## src/rtl/neuron_mac.sv

```systemverilog
// Sequential dot-product neuron pre-activation y = sum(x*w) + bias in signed fixed point.
// Optional output saturation is enabled by defining NEURON_MAC_SAT_EN; default build wraps.
module neuron_mac #(
  parameter int WIDTH = 32,
  parameter int FL    = 24,
  parameter int N_IN  = 4
) (
  input  logic             clk,
  input  logic             rst,
  input  logic             start,
  input  logic [WIDTH-1:0] bias,
  input  logic             in_valid,
  output logic             in_ready,
  input  logic [WIDTH-1:0] x,
  input  logic [WIDTH-1:0] w,
  output logic             out_valid,
  input  logic             out_ready,
  output logic [WIDTH-1:0] y,
  output logic             busy
);

  localparam int ACC_W = 2*WIDTH + $clog2(N_IN) + 1;
  localparam int CNT_W = $clog2(N_IN + 1);

  typedef enum logic [1:0] {IDLE = 2'd0, ACC = 2'd1, FIN = 2'd2, OUT = 2'd3} state_t;

  state_t                    state_r;
  state_t                    state_next_s;
  logic signed [ACC_W-1:0]   acc_r;
  logic        [CNT_W-1:0]   cnt_r;
  logic signed [WIDTH-1:0]   bias_r;
  logic        [WIDTH-1:0]   y_r;
  logic                      in_ready_r;
  logic                      out_valid_r;
  logic                      busy_r;
  logic signed [2*WIDTH-1:0] prod_s;
  logic signed [ACC_W-1:0]   sum_s;
  logic                      last_beat_s;

  // Narrow the wide sum to the output width (clamp or two's-complement wrap).
  function automatic logic [WIDTH-1:0] fmt(input logic signed [ACC_W-1:0] v);
`ifdef NEURON_MAC_SAT_EN
    logic signed [ACC_W-1:0] max_v;
    logic signed [ACC_W-1:0] min_v;
    max_v = {{(ACC_W-WIDTH+1){1'b0}}, {(WIDTH-1){1'b1}}};
    min_v = {{(ACC_W-WIDTH+1){1'b1}}, {(WIDTH-1){1'b0}}};
    if (v > max_v) begin
      fmt = WIDTH'(max_v);
    end else if (v < min_v) begin
      fmt = WIDTH'(min_v);
    end else begin
      fmt = WIDTH'(v);
    end
`else
    fmt = WIDTH'(v);
`endif
  endfunction

  assign prod_s      = $signed(x) * $signed(w);
  assign sum_s       = (acc_r >>> FL) + ACC_W'(bias_r);
  assign last_beat_s = (cnt_r == CNT_W'(N_IN - 1));

  // Next-state decode.
  always_comb begin
    state_next_s = state_r;
    case (state_r)
      IDLE: begin
        if (start) state_next_s = ACC;
        else       state_next_s = IDLE;
      end
      ACC: begin
        if (in_valid && last_beat_s) state_next_s = FIN;
        else                         state_next_s = ACC;
      end
      FIN: state_next_s = OUT;
      OUT: begin
        if (out_ready) state_next_s = IDLE;
        else           state_next_s = OUT;
      end
      default: state_next_s = IDLE;
    endcase
  end

  // State register and registered handshake/status flags.
  always_ff @(posedge clk) begin
    if (rst) begin
      state_r     <= IDLE;
      in_ready_r  <= 1'b0;
      out_valid_r <= 1'b0;
      busy_r      <= 1'b0;
    end else begin
      state_r     <= state_next_s;
      in_ready_r  <= (state_next_s == ACC);
      out_valid_r <= (state_next_s == OUT);
      busy_r      <= (state_next_s != IDLE);
    end
  end

  // Datapath: bias latch, accumulation, and result register.
  always_ff @(posedge clk) begin
    if (rst) begin
      acc_r  <= {ACC_W{1'b0}};
      cnt_r  <= {CNT_W{1'b0}};
      bias_r <= {WIDTH{1'b0}};
      y_r    <= {WIDTH{1'b0}};
    end else begin
      case (state_r)
        IDLE: begin
          if (start) begin
            bias_r <= bias;
            acc_r  <= {ACC_W{1'b0}};
            cnt_r  <= {CNT_W{1'b0}};
          end
        end
        ACC: begin
          if (in_valid) begin
            acc_r <= acc_r + ACC_W'(prod_s);
            cnt_r <= cnt_r + CNT_W'(1);
          end
        end
        FIN:     y_r <= fmt(sum_s);
        default: y_r <= y_r;
      endcase
    end
  end

  assign in_ready  = in_ready_r;
  assign out_valid = out_valid_r;
  assign busy      = busy_r;
  assign y         = y_r;

endmodule

```

## config.mk

```make
export PLATFORM = sky130hd
export DESIGN_NAME = neuron_mac
export DESIGN_NICKNAME = d
export VERILOG_FILES = /design/src/rtl/neuron_mac.sv
export SDC_FILE = /design/constraint.sdc
export NUM_CORES = 2
export LEC_CHECK = 0
export ABC_AREA = 1
export ABC_CLOCK_PERIOD_IN_PS = 13000
export BUFFER_PORTS_ARGS = -buffer_cell sky130_fd_sc_hd__clkbuf_2
export CAP_MARGIN = 40
export CORE_ASPECT_RATIO = 0.9
export CORE_MARGIN = 1
export CORE_UTILIZATION = 30
export CTS_BUF_LIST = sky130_fd_sc_hd__clkbuf_4 sky130_fd_sc_hd__clkbuf_8
export CTS_CLUSTER_DIAMETER = 120
export CTS_CLUSTER_SIZE = 25
export DETAILED_ROUTE_END_ITERATION = 10
export SYNTH_ARGS = -nofsm -noshare
export SYNTH_HDL_FRONTEND = slang
export SYNTH_SLANG_ARGS = --single-unit
```

## constraint.sdc

```tcl
create_clock -name clk -period 13 [get_ports clk]
set_input_delay 1.95 -clock clk [delete_from_list [all_inputs] [get_ports clk]]
set_output_delay 1.95 -clock clk [all_outputs]
set_load 0.01 [all_outputs]
```

# After elaboration in Yosys (flattened, before gate mapping)
# Cells that the tools add are included.
# word_totals
ff_bits	139
input_bits	101
out_inout_bits	35
wordCells	36
# classes
n_addsub	3
multipliers	1
eq_ne	8
muxes	10
n_reduce_logical	6
# ops
op	n
two-way mux 67 bit	2
case mux 67 bit (2 select lines)	1
adder 67 x 64 -> 67 bit	1
multiplier 32 x 32 -> 64 bit	1
adder 32 bit	1
case mux 2 bit (4 select lines)	1
== test 2 bit (second input constant)	3
two-way mux 3 bit	2
case mux 3 bit (2 select lines)	1
== test 2 x 1 -> 1 bit (second input constant)	2
two-way mux 2 bit	2
!= test 2 bit (second input constant)	2
nonzero test 2 bit	2
adder 3 x 1 -> 3 bit (second input constant)	1
== test 3 x 2 -> 1 bit (second input constant)	1
AND reduction 3 bit	1
zero test 2 bit	1
AND reduction 2 bit	1
logical AND 1 bit	1
two-way mux 1 bit	1

# Depth between registers and ports, before layout
# logic_depth
depth_word	5
mapped_depth	32
ltp_nobuf	31

# Worst setup path after synthesis
# Ideal clock, no wire load.
# synth_path
path_kind	in2reg
start	in x[31]
end	reg acc_r[46]
t_arrival_ns	8.810
setup_slack_ns	4.058
cell_stages	28
path_buffers	2
path_cell_list	clkbuf_1 -> clkbuf_1 -> nand2_1 -> fa_1 -> fa_1 -> inv_1 -> fa_1 -> inv_1 -> fa_1 -> inv_1 -> fa_1 -> fa_1 -> fa_1 -> inv_1 -> fa_1 -> inv_1 -> ha_1 -> nand2_1 -> nor2_1 -> inv_1 -> nor2_1 -> inv_1 -> nor3_1 -> nand3_1 -> nand3_1 -> a21oi_1 -> o21ai_1 -> a21oi_1
# synth_via
elab_chain_cells	4
# synth_lines
item	line	text
start: declaration	14	input logic [WIDTH-1:0] x,
multiplier 32 x 32 -> 64 bit	59	assign prod_s = $signed(x) * $signed(w);
adder 67 x 64 -> 67 bit	117	acc_r <= acc_r + ACC_W'(prod_s);
two-way mux 67 bit	116	if (in_valid) begin
case mux 67 bit (2 select lines)	107	case (state_r)
end signal: assignment	102	acc_r <= {ACC_W{1'b0}};
end signal: assignment	111	acc_r <= {ACC_W{1'b0}};
end signal: assignment	117	
end: declaration	29	logic signed [ACC_W-1:0] acc_r;
# Every way passes these cells. The select of a mux whose other input is x is not followed.
# A chain may end at the register's enable or synchronous reset.

# Worst setup path after layout
# layout_path
start	in w[5]
end	reg acc_r[48]
# layout_via
elab_chain_cells	4
# layout_lines
item	line	text
start: declaration	15	input logic [WIDTH-1:0] w,
multiplier 32 x 32 -> 64 bit	59	
adder 67 x 64 -> 67 bit	117	
two-way mux 67 bit	116	
case mux 67 bit (2 select lines)	107	
# Every way passes these cells. The select of a mux whose other input is x is not followed.

==> impl_metrics.csv <==
group,metric,value,unit
outcome,run_status,"complete, no violations",
floorplanning,fp.dieH,364,um
place,gp_congestion,0.926,
grt,grt_use_met2,28.7,%
grt,grt.met3_usage,2.58,%
place,place_hpwl,110000,um
synth,yosysSeqAreaShare,5.86,%
finish,layout-drive-gt1-share,5.05,%
synth,synth_top_flop_cell,"dfxtp_1",
clocking,htree_num_levels,4,
clocking,clk_latency,570,ps
synth,syn_inst,5556,
clocking,postCtsSetupBuffers,0,
grt,grtUsageMet1,26.8,%
route,dr.pass1.iters,6,
timing,hold_viol,0,
setup_path,rrSetupSlack,5590,ps
floorplanning,row_count,132,
route,antenna_left,0,
route,post_drt_wl_per_cell,17.0,um
setup_path,cp.arrival,9520,ps
synth,synthArstFlopShare,0,%
route,wirelength,127000,um
synth,synth_top_area_share,49.4,%
route,drc_errors,0,
synth,ys_ff_latch,128,
synth,yosysTopAreaCell,"fa_1",
clocking,cts_tree,"done",
finish,synthToLayoutAreaGrowth,7.60,%
setup_path,start_kind,"input pin",
grt,grt_max_degree,62,
grt,antenna_found_initial,2,
timing,max_slew_margin,35.9,%
clocking,clock-root-buffer,"clkbuf_8",
synth,syn-num-nets,6971,
synth,syn_area,43700,um^2
route,via_per_inst,4.52,
clocking,cts_sinks,128,
floorplanning,dieWidth,405,um
floorplanning,initial_core_util,30.3,%
grt,busiest_layer,"met2",
synth,synth_edf_count,0,
timing,slew_viol_final,0,
timing,finalClockSkew,20.8,ps
grt,grt_overflow,0,
timing,rsz0062_at_grt,"false",
min_path,min_path_type,"reg2reg",
synth,yosys.cell_count.top_type,"inv_1",
floorplanning,io_pins,136,
setup_path,crit_top_cell,"fa_1",
setup_path,crit_buf_inv,8,
timing,fin_crit_sh,70.1,%
setup_path,cpMaxStageDelayCell,"fa_1",
synth,synth_area_leaders,"fa_1 (49%), inv_1 (14%), nand2_1 (12%)",
grt,track_usage,18.2,%
route,vias,33887,
floorplanning,coreArea,144000,um^2
synth,synth_commonest_cells,"inv_1 (1619), nand2_1 (1355), fa_1 (1080)",
setup_path,worstSetupPathType,"in2reg",
finish,final_nets,6951,
grt,grt_pass1_vias,36872,
route,drt_iter0_drc,2232,
clocking,numCtsBuffers,17,
clocking,post_cts_resized,0,
timing,fmax,110,MHz
synth,synthDistinctLibCells,43,
timing,setup_tns,0,ps
clocking,path_clk_slew,80,ps
timing,period_minus_slack,9120,ps
timing,setup_viol,0,
setup_path,cp_top_family,"adder cells",
setup_path,end_kind,"register",
setup_path,max_stage_delay,760,ps
timing,worst_pin_slew,962,ps
floorplanning,die_area,147000,um^2
job,cap_violations,0,
setup_path,path_max_fanout,19,
grt,grt_pass1_wl,209000,um
synth,synth.avg_cell_area,7.87,um^2
clocking,cts_hold_buffers,0,
place,io_buffers,135,
setup_path,worstPathRequired,13410,ps
synth,yosysWarnings,0,
clocking,cts_buffer_depth,2,
[cells by family after synthesis]
kind of cell / count (synthesis) / synth area share (%)
xor+xnor: 31 / 0.621
flops: 128 / 5.86
simple gates: 1824 / 16.4
fa+ha+maj: 1314 / 56.1
compound gates: 397 / 4.98
buf+inv: 1862 / 16.0
[layout make-up]
| class | count | area [um^2] |
|---|---|---|
| flip-flops and latches | 128 | 2560 |
| well taps | 1943 | 2430 |
| multi-input cells | 3566 | 34200 |
| fillers | 15391 | 97300 |
| repair buffers | 191 | 1360 |
| inverters | 1632 | 6130 |
| clock inverters | 15 | 158 |
| clock buffers | 17 | 234 |
| diodes | 1 | 2.50 |
[state kept, by name, summed over array words and instances (netlist names)]
register / cells
state_r: 2
acc_r: 56
busy: 1
bias_r: 32
in_ready: 1
out_valid: 1
cnt_r: 3
y: 32
[routing by layer]
layer  vias to the layer above  routed length, um
met5                         -                 21
met4                         4               1470
met3                       102               7060
met2                       889              57200
met1                     17213              61700
li1                      15679                  -
[worst register-to-register path, cell delays in order (launching register included)]
cell and delay [ps]:
dfxtp_1 410, inv_1 230, fa_1 560, fa_1 550, inv_1 50, fa_1 500, inv_1 60, fa_1 520
inv_1 50, fa_1 480, fa_1 520, fa_1 500, inv_1 50, fa_1 510, inv_1 60, ha_1 340
a21oi_1 310, o21ai_0 230, a21boi_1 370, o21ai_1 200, inv_1 90, nand2_1 100, nand2_1 100, nand2_1 120
or2_1 230, nand2_1 70, a21oi_1 60
[through the flow]
stage / setup slack (ps) / instances / util, % / cell area, um^2 / hold WS [ps]
finish: 3880 / 7493 / 32.6 / 47100 / 466
global route: 3380 / 7492 / 32.6 / 47100 / 485
CTS: 3930 / 7492 / 32.6 / 47100 / 468
detailed placement: 3330 / 7460 / 32.3 / 46700 / 453
global placement: 3050 / 7444 / 32.1 / 46300 / 450
floorplan: 4060 / 5556 / - / 43700 / 433
[worst paths after layout]
kind / to / cells after the start / from
max: acc_r[48]$_SDFFE_PP0P_ / 26 / w[5]
min: acc_r[3]$_SDFFE_PP0P_ / 2 / acc_r[3]$_SDFFE_PP0P_
max reg2reg: acc_r[38]$_SDFFE_PP0P_ / 26 / acc_r[25]$_SDFFE_PP0P_
min reg2reg: acc_r[3]$_SDFFE_PP0P_ / 2 / acc_r[3]$_SDFFE_PP0P_
[cell usage in the layout (no fill, tap or decap), drive strengths merged, types with 3 or more instances in the layout]
cell,Yosys,final
o211ai,6,6
inv,1632,1644
nand4,17,17
dfxtp,128,128
fa,1080,1080
a21oi,189,189
nor2,294,294
xor2,21,21
a221oi,4,4
nand2,1357,1357
nor4,7,7
buf,22,57
or2,21,21
o21a,7,7
a21boi,3,3
a211oi,5,5
o21bai,12,12
nand3,98,98
clkbuf,208,151
a21o,6,6
ha,234,234
xnor2,10,10
nor3,20,20
nand3b,9,9
a31oi,5,5
o21ai,157,157
Power is not shown: default switching activity piles up to over one toggle a cycle in this logic, so the estimate is an artifact.
